===== config.mk =====
export PLATFORM = sky130hd
export DESIGN_NAME = vga_fb_arbiter_flat
export DESIGN_NICKNAME = d
export VERILOG_FILES = /design/src/rtl/vga_fb_arbiter_if.sv /design/src/rtl/vga_fb_arbiter.sv /design/src/flat_wrapper.sv
export SDC_FILE = /design/constraint.sdc
export NUM_CORES = 1
export LEC_CHECK = 0
export ABC_AREA = 1
export BUFFER_PORTS_ARGS = -buffer_cell sky130_fd_sc_hd__buf_2
export CELL_PAD_IN_SITES_DETAIL_PLACEMENT = 2
export CELL_PAD_IN_SITES_GLOBAL_PLACEMENT = 2
export CORE_MARGIN = 2
export CORE_UTILIZATION = 33
export DETAILED_ROUTE_END_ITERATION = 7
export HOLD_SLACK_MARGIN = 0.03
export PLACE_DENSITY_LB_ADDON = 0.1
export SLEW_MARGIN = 20
export SYNTH_ARGS = -nofsm -noshare
export SYNTH_HDL_FRONTEND = slang
export SYNTH_SLANG_ARGS = --single-unit

===== constraint.sdc =====
create_clock -name clk -period 3.5 [get_ports clk]
set_input_delay 0.7 -clock clk [delete_from_list [all_inputs] [get_ports clk]]
set_output_delay 0.7 -clock clk [all_outputs]
set_load 0.02 [all_outputs]

===== src/rtl/vga_fb_arbiter_if.sv =====
// Framebuffer port bundle for vga_fb_arbiter: the writer handshake plus the
// single RAM port the arbiter owns.
//
// Writer handshake: a write transfers on every cycle where wr_valid and
// wr_ready are both high. Once wr_valid is raised, wr_addr and wr_data stay
// stable until that transfer cycle. wr_ready is combinational, never high
// while wr_valid is low, and the writer must not wait for it before raising
// wr_valid.
//
// The slave modport is the arbiter. The master modport is the environment,
// which drives the writer request and owns the RAM.
interface vga_fb_arbiter_if #(
  parameter int DATA_W = 12,
  parameter int ADDR_W = 17
);
  logic              wr_valid;
  logic              wr_ready;
  logic [ADDR_W-1:0] wr_addr;
  logic [DATA_W-1:0] wr_data;
  logic              mem_en;
  logic              mem_we;
  logic [ADDR_W-1:0] mem_addr;
  logic [DATA_W-1:0] mem_wdata;
  logic [DATA_W-1:0] mem_rdata;

  modport slave (
    input  wr_valid, wr_addr, wr_data, mem_rdata,
    output wr_ready, mem_en, mem_we, mem_addr, mem_wdata
  );

  modport master (
    output wr_valid, wr_addr, wr_data, mem_rdata,
    input  wr_ready, mem_en, mem_we, mem_addr, mem_wdata
  );
endinterface


===== src/rtl/vga_fb_arbiter.sv =====
// vga_fb_arbiter: shares the single framebuffer RAM port between the display
// prefetch FIFO (scan-out) and a valid/ready pixel writer. Fetch wins whenever
// the FIFO occupancy drops below LOW_WATER or the writer is idle.
// Optional build macro VGA_ARB_STATS_EN adds saturating wr_stall_cnt / uf_cnt.
module vga_fb_arbiter #(
  parameter int DATA_W     = 12,
  parameter int ADDR_W     = 17,
  parameter int FB_WORDS   = 76800,
  parameter int FIFO_DEPTH = 16,
  parameter int LOW_WATER  = 4
) (
  input  logic              clk,
  input  logic              reset,
  input  logic              frame_start,
  input  logic              pix_rd,
  output logic [DATA_W-1:0] pix_data,
  output logic              underflow,
`ifdef VGA_ARB_STATS_EN
  output logic [15:0]       wr_stall_cnt,
  output logic [15:0]       uf_cnt,
`endif
  vga_fb_arbiter_if.slave   bus
);

  localparam int PTR_W = $clog2(FIFO_DEPTH);
  localparam logic [PTR_W+1:0] DEPTH_C = (PTR_W+2)'(FIFO_DEPTH);
  localparam logic [PTR_W+1:0] LOW_C   = (PTR_W+2)'(LOW_WATER);
  localparam logic [ADDR_W-1:0] LAST_ADDR = ADDR_W'(FB_WORDS - 1);

  logic [DATA_W-1:0] fifo_mem [FIFO_DEPTH];
  logic [PTR_W:0]    wr_ptr;
  logic [PTR_W:0]    rd_ptr;
  logic [PTR_W:0]    level;
  logic [PTR_W+1:0]  occ;
  logic              inflight;
  logic [ADDR_W-1:0] fetch_addr;
  logic              grant_fetch;
  logic              grant_write;
  logic              fifo_empty;
  logic              push;
  logic              pop;
  logic              empty_rd;

  // Occupancy counts the read already issued so the FIFO can never overfill.
  assign level      = wr_ptr - rd_ptr;
  assign occ        = {1'b0, level} + {{(PTR_W+1){1'b0}}, inflight};
  assign fifo_empty = (level == '0);

  // Read data from a fetch lands one cycle later; frame_start drops it.
  assign push     = inflight && !frame_start;
  assign pop      = pix_rd && !frame_start && !fifo_empty;
  assign empty_rd = pix_rd && !frame_start && fifo_empty;

  // Per-cycle arbitration: fetch below low water or when the writer is idle.
  always_comb begin
    grant_fetch = 1'b0;
    grant_write = 1'b0;
    if (!reset && !frame_start) begin
      if ((occ < DEPTH_C) && ((occ < LOW_C) || !bus.wr_valid)) begin
        grant_fetch = 1'b1;
      end else if (bus.wr_valid) begin
        grant_write = 1'b1;
      end
    end
  end

  // RAM port and writer ready follow the grant combinationally.
  always_comb begin
    bus.mem_en    = grant_fetch || grant_write;
    bus.mem_we    = grant_write;
    bus.wr_ready  = grant_write;
    bus.mem_addr  = '0;
    bus.mem_wdata = '0;
    if (grant_write) begin
      bus.mem_addr  = bus.wr_addr;
      bus.mem_wdata = bus.wr_data;
    end else if (grant_fetch) begin
      bus.mem_addr = fetch_addr;
    end
  end

  // FIFO pointers, in-flight flag and wrapping fetch address.
  always_ff @(posedge clk) begin
    if (reset || frame_start) begin
      wr_ptr     <= '0;
      rd_ptr     <= '0;
      inflight   <= 1'b0;
      fetch_addr <= '0;
    end else begin
      if (push) wr_ptr <= wr_ptr + 1'b1;
      if (pop)  rd_ptr <= rd_ptr + 1'b1;
      inflight <= grant_fetch;
      if (grant_fetch) begin
        fetch_addr <= (fetch_addr == LAST_ADDR) ? '0 : fetch_addr + 1'b1;
      end
    end
  end

  // FIFO storage; never written while full because occ bounds the fetches.
  always_ff @(posedge clk) begin
    if (!reset && push) begin
      fifo_mem[wr_ptr[PTR_W-1:0]] <= bus.mem_rdata;
    end
  end

  // Registered pixel output and sticky underflow flag.
  always_ff @(posedge clk) begin
    if (reset) begin
      pix_data  <= '0;
      underflow <= 1'b0;
    end else begin
      if (pop) begin
        pix_data <= fifo_mem[rd_ptr[PTR_W-1:0]];
      end else if (pix_rd) begin
        pix_data <= '0;
      end
      if (empty_rd) underflow <= 1'b1;
    end
  end

`ifdef VGA_ARB_STATS_EN
  // Saturating statistics; uf_cnt restarts every frame.
  always_ff @(posedge clk) begin
    if (reset) begin
      wr_stall_cnt <= '0;
      uf_cnt       <= '0;
    end else begin
      if (bus.wr_valid && !grant_write && (wr_stall_cnt != 16'hFFFF)) begin
        wr_stall_cnt <= wr_stall_cnt + 16'd1;
      end
      if (frame_start) begin
        uf_cnt <= '0;
      end else if (empty_rd && (uf_cnt != 16'hFFFF)) begin
        uf_cnt <= uf_cnt + 16'd1;
      end
    end
  end
`endif

endmodule


===== src/flat_wrapper.sv =====
// flat-port wrapper written by rule: the top's interface ports become plain ports
module vga_fb_arbiter_flat 
#(
  parameter int DATA_W     = 12,
  parameter int ADDR_W     = 17,
  parameter int FB_WORDS   = 76800,
  parameter int FIFO_DEPTH = 16,
  parameter int LOW_WATER  = 4
)
  (clk, reset, frame_start, pix_rd, pix_data, underflow, bus_wr_valid, bus_wr_addr, bus_wr_data, bus_mem_rdata, bus_wr_ready, bus_mem_en, bus_mem_we, bus_mem_addr, bus_mem_wdata);
  vga_fb_arbiter_if #(.DATA_W(DATA_W), .ADDR_W(ADDR_W)) bus_i ();
  input  logic clk;
  input  logic reset;
  input  logic frame_start;
  input  logic pix_rd;
  output logic [DATA_W-1:0] pix_data;
  output logic underflow;
  input wire logic [$bits(bus_i.wr_valid)-1:0] bus_wr_valid;
  input wire logic [$bits(bus_i.wr_addr)-1:0] bus_wr_addr;
  input wire logic [$bits(bus_i.wr_data)-1:0] bus_wr_data;
  input wire logic [$bits(bus_i.mem_rdata)-1:0] bus_mem_rdata;
  output wire logic [$bits(bus_i.wr_ready)-1:0] bus_wr_ready;
  output wire logic [$bits(bus_i.mem_en)-1:0] bus_mem_en;
  output wire logic [$bits(bus_i.mem_we)-1:0] bus_mem_we;
  output wire logic [$bits(bus_i.mem_addr)-1:0] bus_mem_addr;
  output wire logic [$bits(bus_i.mem_wdata)-1:0] bus_mem_wdata;
  assign bus_i.wr_valid = bus_wr_valid;
  assign bus_i.wr_addr = bus_wr_addr;
  assign bus_i.wr_data = bus_wr_data;
  assign bus_i.mem_rdata = bus_mem_rdata;
  assign bus_wr_ready = bus_i.wr_ready;
  assign bus_mem_en = bus_i.mem_en;
  assign bus_mem_we = bus_i.mem_we;
  assign bus_mem_addr = bus_i.mem_addr;
  assign bus_mem_wdata = bus_i.mem_wdata;
  vga_fb_arbiter #(.DATA_W(DATA_W), .ADDR_W(ADDR_W), .FB_WORDS(FB_WORDS), .FIFO_DEPTH(FIFO_DEPTH), .LOW_WATER(LOW_WATER)) u_core (.clk(clk), .reset(reset), .frame_start(frame_start), .pix_rd(pix_rd), .pix_data(pix_data), .underflow(underflow), .bus(bus_i));
endmodule

==> impl_summary.txt <==
----------------------------------------------------
[Run status]
  Outcome ... finished, violations left
  Violations in the final reports ... setup timing

[Global route]
  Tot GR Track Use ... 20.9%
  Antenna violations before repair ... 1
  First-pass GRT wire length ... roughly 53 mm
  Number of global-route vias before repair ... 9045
  Grt total ovfl ... 0
  Pin count of the biggest net entering global routing ... 97

[Logic synthesis]
  Post-Synthesis Cells ... ~1100
  Number of distinct library cell variants in the gate-level netlist after synthesis ... 36
  Number of nets produced by synthesis ... ~1100
  Flop and latch count out of synthesis ... about 240
  Warning count from the yosys run ... 0
  Post-synthesis average cell area ... around 9.9 um2
  Portion of the post-synthesis area used by sequential elements ... a little over three fifths
  Netlist area before placement ... 10600 um2

[Detailed routing]
  Total wirelength of the detailed-routed design ... ~35 mm
  Routed length on met2 ... between 15 and 20 mm
  Routed metal-1 wire length ... roughly 15 mm
  Antenna-violating nets left ... 0
  WL/cell ... 21.8 um
  Total length of routed met3 wires ... 1.25 mm
  Max layer used ... met4
  Count of unresolved DRC violations after routing ... 0
  Vias ... 8303
  Number of DRC markers in iteration 0 ... about 440
  Ratio of routed vias to standard cells ... approximately 5.2
  Detailed Routing Iterations Pass 1 ... 4

[Clock network]
  CTS tree ... done
  Skew-Pair Late Insertion Delay ... between 500 and 600 ps
  Number of clock sinks ... 237
  Clock slew seen by the registers of the worst setup and hold paths ... approximately 60 ps
  Maximum number of buffers from clock root to sink ... 3
  H-tree depth ... 1
  Cts-stage hold buffer count ... 0
  Inserted Clock Buffers ... 28
  Clock tree root buffer cell ... sky130_fd_sc_hd__clkbuf_16

[Setup path]
  Most Frequent Cell on Critical Path ... sky130_fd_sc_hd__nand2_8
  CP Max Fanout ... 6
  Largest incremental delay on the critical path ... 550 ps
  Total buffers and inverters traversed by the critical path ... 5
  Sort of element at the start of the critical path ... register
  Critical path start-end classification ... register to primary output
  Crit end category ... primary output
  Slowest CP cell ... sky130_fd_sc_hd__fa_2
  Critical path cell sequence ... inv_4 -> ha_4 -> inv_2 -> fa_2 -> nand3_2 -> nor2_2 -> nand3_1 -> nand2_2 -> inv_6 -> nand2_8 -> nand2_8 -> clkbuf_16 -> nor2_1 -> buf_4
  CP arrival ... roughly 2800 ps
  Required time reported for the critical path endpoint ... ~2800 ps
  Dominant delay contributor by cell family on the critical path ... simple AND/OR/NAND/NOR gates

[Pwr]
  Power, Total ... slightly above 0.006 W
  Worst vdd ir ... 0.335 mV
  Total power density per cell area ... 472 nW/um2
  Static Leak ... slightly below 5 nW

[Final layout]
  Commonest cells after routing, fill and taps aside ... sky130_fd_sc_hd__nand2_1 (302), sky130_fd_sc_hd__nand3_1 (196), sky130_fd_sc_hd__edfxtp_1 (192), sky130_fd_sc_hd__buf_2 (63), sky130_fd_sc_hd__inv_1 (56)
  Area added between synthesis and finish ... 21.2%
  Commonest non-fill, non-tap cell in the layout ... sky130_fd_sc_hd__nand2_1
  Non-Filler Cell Area, Final ... 12900 um2
  Fraction of final layout cells with drive strength greater than 1 ... 20.5%
  Net count, final ... roughly 1200

[Min path]
  Type of the most critical hold path ... register to register

[STA]
  FMAX ... roughly 0.28 GHz
  RSZ-0062 raised after global routing ... yes
  Final Max Slew Viols ... 0
  Hold slack final ... ~460 ps
  Final worst-path cycle share ... 101%
  Hold Vio Cnt, Final ... 0
  Final setup violation count ... 4
  Relative slew slack ... roughly half
  Shortest clock period the worst path allows after layout ... ~3500 ps
  Worst clock skew on the final layout ... around 16 ps
  Actual transition at the worst max-transition pin ... roughly 750 ps
  Final setup margin ... -19.6 ps

[Place]
  Count of input and output buffers ... 90
  Post-DP Area ... 11600 um2
  HPWL after detailed placement ... approximately 21 mm
  Global placement routability congestion ... between 0.7 and 0.8

[Floorplanning]
  Core outline area ... roughly 32000 um2
  X dimension of the die ... 183 um
  Die area ... ~34000 um2
  Effective utilization at floorplan ... between 30% and 40%
  Die extent in y ... roughly 180 um
  I/O pins ... 91
  Core Rows ... 65

[Job]
  Number of maximum-capacitance constraint violations ... 0

----------------------------------------------------
-- report_power, final --
part           total [W]  switching, W  internal, W
Clock            0.00275       0.00116      0.00160
Sequential       0.00306    0.00000844      0.00305
Combinational   0.000257      0.000179    0.0000777
-- Yosys cell counts (all sizes together) --
| cell | count | area [um2] |
|---|---|---|
| nand4 | 38 | 238 |
| xnor2 | 2 | 17.5 |
| nand2b | 1 | 6.26 |
| fa | 1 | 20.0 |
| clkinv | 1 | 3.75 |
| a21oi | 39 | 199 |
| o21ai | 15 | 90.1 |
| xor2 | 8 | 70.1 |
| nand3b | 1 | 7.51 |
| inv | 61 | 236 |
| ha | 10 | 125 |
| nor3 | 11 | 60.1 |
| nand2 | 321 | 1270 |
| buf | 33 | 213 |
| nor2 | 63 | 255 |
| or3 | 1 | 6.26 |
| dfxtp | 45 | 901 |
| edfxtp | 192 | 5770 |
| clkbuf | 28 | 106 |
| nand3 | 199 | 1010 |
-- cell type report --
cell class,instances,area [um2]
Clock inverter,11,57.6
Fill cell,3394,18700
Sequential cell,237,6680
Antenna cell,1,2.50
Tap cell,402,503
Timing Repair Buffer,138,1000
Inverter,62,253
Timing Repair inverter,2,27.5
Multi-Input combinational cell,711,3520
Clock buffer,41,811
-- worst paths after layout --
path	depth (start not counted)	slack, ps	endpoint	from
worst min-delay path	2	460	u_core.underflow$_SDFFE_PP0P_	u_core.underflow$_SDFFE_PP0P_
worst min register to register	2	460	u_core.underflow$_SDFFE_PP0P_	u_core.underflow$_SDFFE_PP0P_
worst max-delay path	14	-20	bus_mem_wdata[3]	u_core.wr_ptr[0]$_SDFFE_PP0P_
worst max register to register	14	1150	u_core.fetch_addr[0]$_SDFFE_PP0N_	u_core.wr_ptr[0]$_SDFFE_PP0P_
-- through the flow --
stage / util, % / worst slack (ps) / TNS (ps) / cells
finish: 40.7 / -19.6 / -62.5 / 1605
global route: 40.7 / -147 / -2750 / 1604
CTS: 40.0 / 7.04 / 0 / 1599
detailed placement: 36.8 / 159 / 0 / 1540
global placement: 36.8 / 242 / 0 / 1540
floorplan: - / 559 / 0 / 1070
-- cell families (layout without fill, tap and decap cells) --
family	after synthesis	count (layout)	synth area share, %
AO/OA/AOI/OAI	54	54	2.73
XOR/XNOR	10	10	0.826
adder cells (fa/ha/maj)	11	11	1.37
buffers and inverters	123	254	5.28
flip-flops	237	237	62.9
other	0	1	0
AND/OR/NAND/NOR	635	636	26.9
-- per-layer routing --
layer  vias to the layer above  track usage (%)
met4                         0             6.14
met2                       150             37.8
li1                       3899                -
met3                        48             2.46
met1                      4206             26.2
met5                         -                0
-- worst reg2reg max path, cell delays in order, from the launching register on --
cell	delay [ps]
sky130_fd_sc_hd__dfxtp_4	350
sky130_fd_sc_hd__inv_4	80
sky130_fd_sc_hd__ha_4	130
sky130_fd_sc_hd__inv_2	50
sky130_fd_sc_hd__fa_2	550
sky130_fd_sc_hd__nand3_2	90
sky130_fd_sc_hd__nor2_2	150
sky130_fd_sc_hd__nand3_1	100
sky130_fd_sc_hd__nand2_2	110
sky130_fd_sc_hd__inv_6	60
sky130_fd_sc_hd__nand3_4	120
sky130_fd_sc_hd__buf_6	140
sky130_fd_sc_hd__buf_4	160
sky130_fd_sc_hd__nand2_1	80
sky130_fd_sc_hd__a21oi_1	120
-- flip-flops by register name, indices dropped and copies added, names as in the netlist, named ones only --
name and cells:
u_core.pix_data 12, u_core.fifo_mem 192, u_core.fetch_addr 17, u_core.wr_ptr 5
u_core.rd_ptr 5, u_core.underflow 1, u_core.inflight 1
-- repair_timing --
| action | CTS | global route |
|---|---|---|
| pin swaps | 5 | 4 |
| setup endpoints to repair | 20 | 32 |
| setup buffers | 5 | 3 |
| cloned | 2 | 2 |
| gates resized for setup | 25 | 61 |
(Power assumes the default switching activity.)
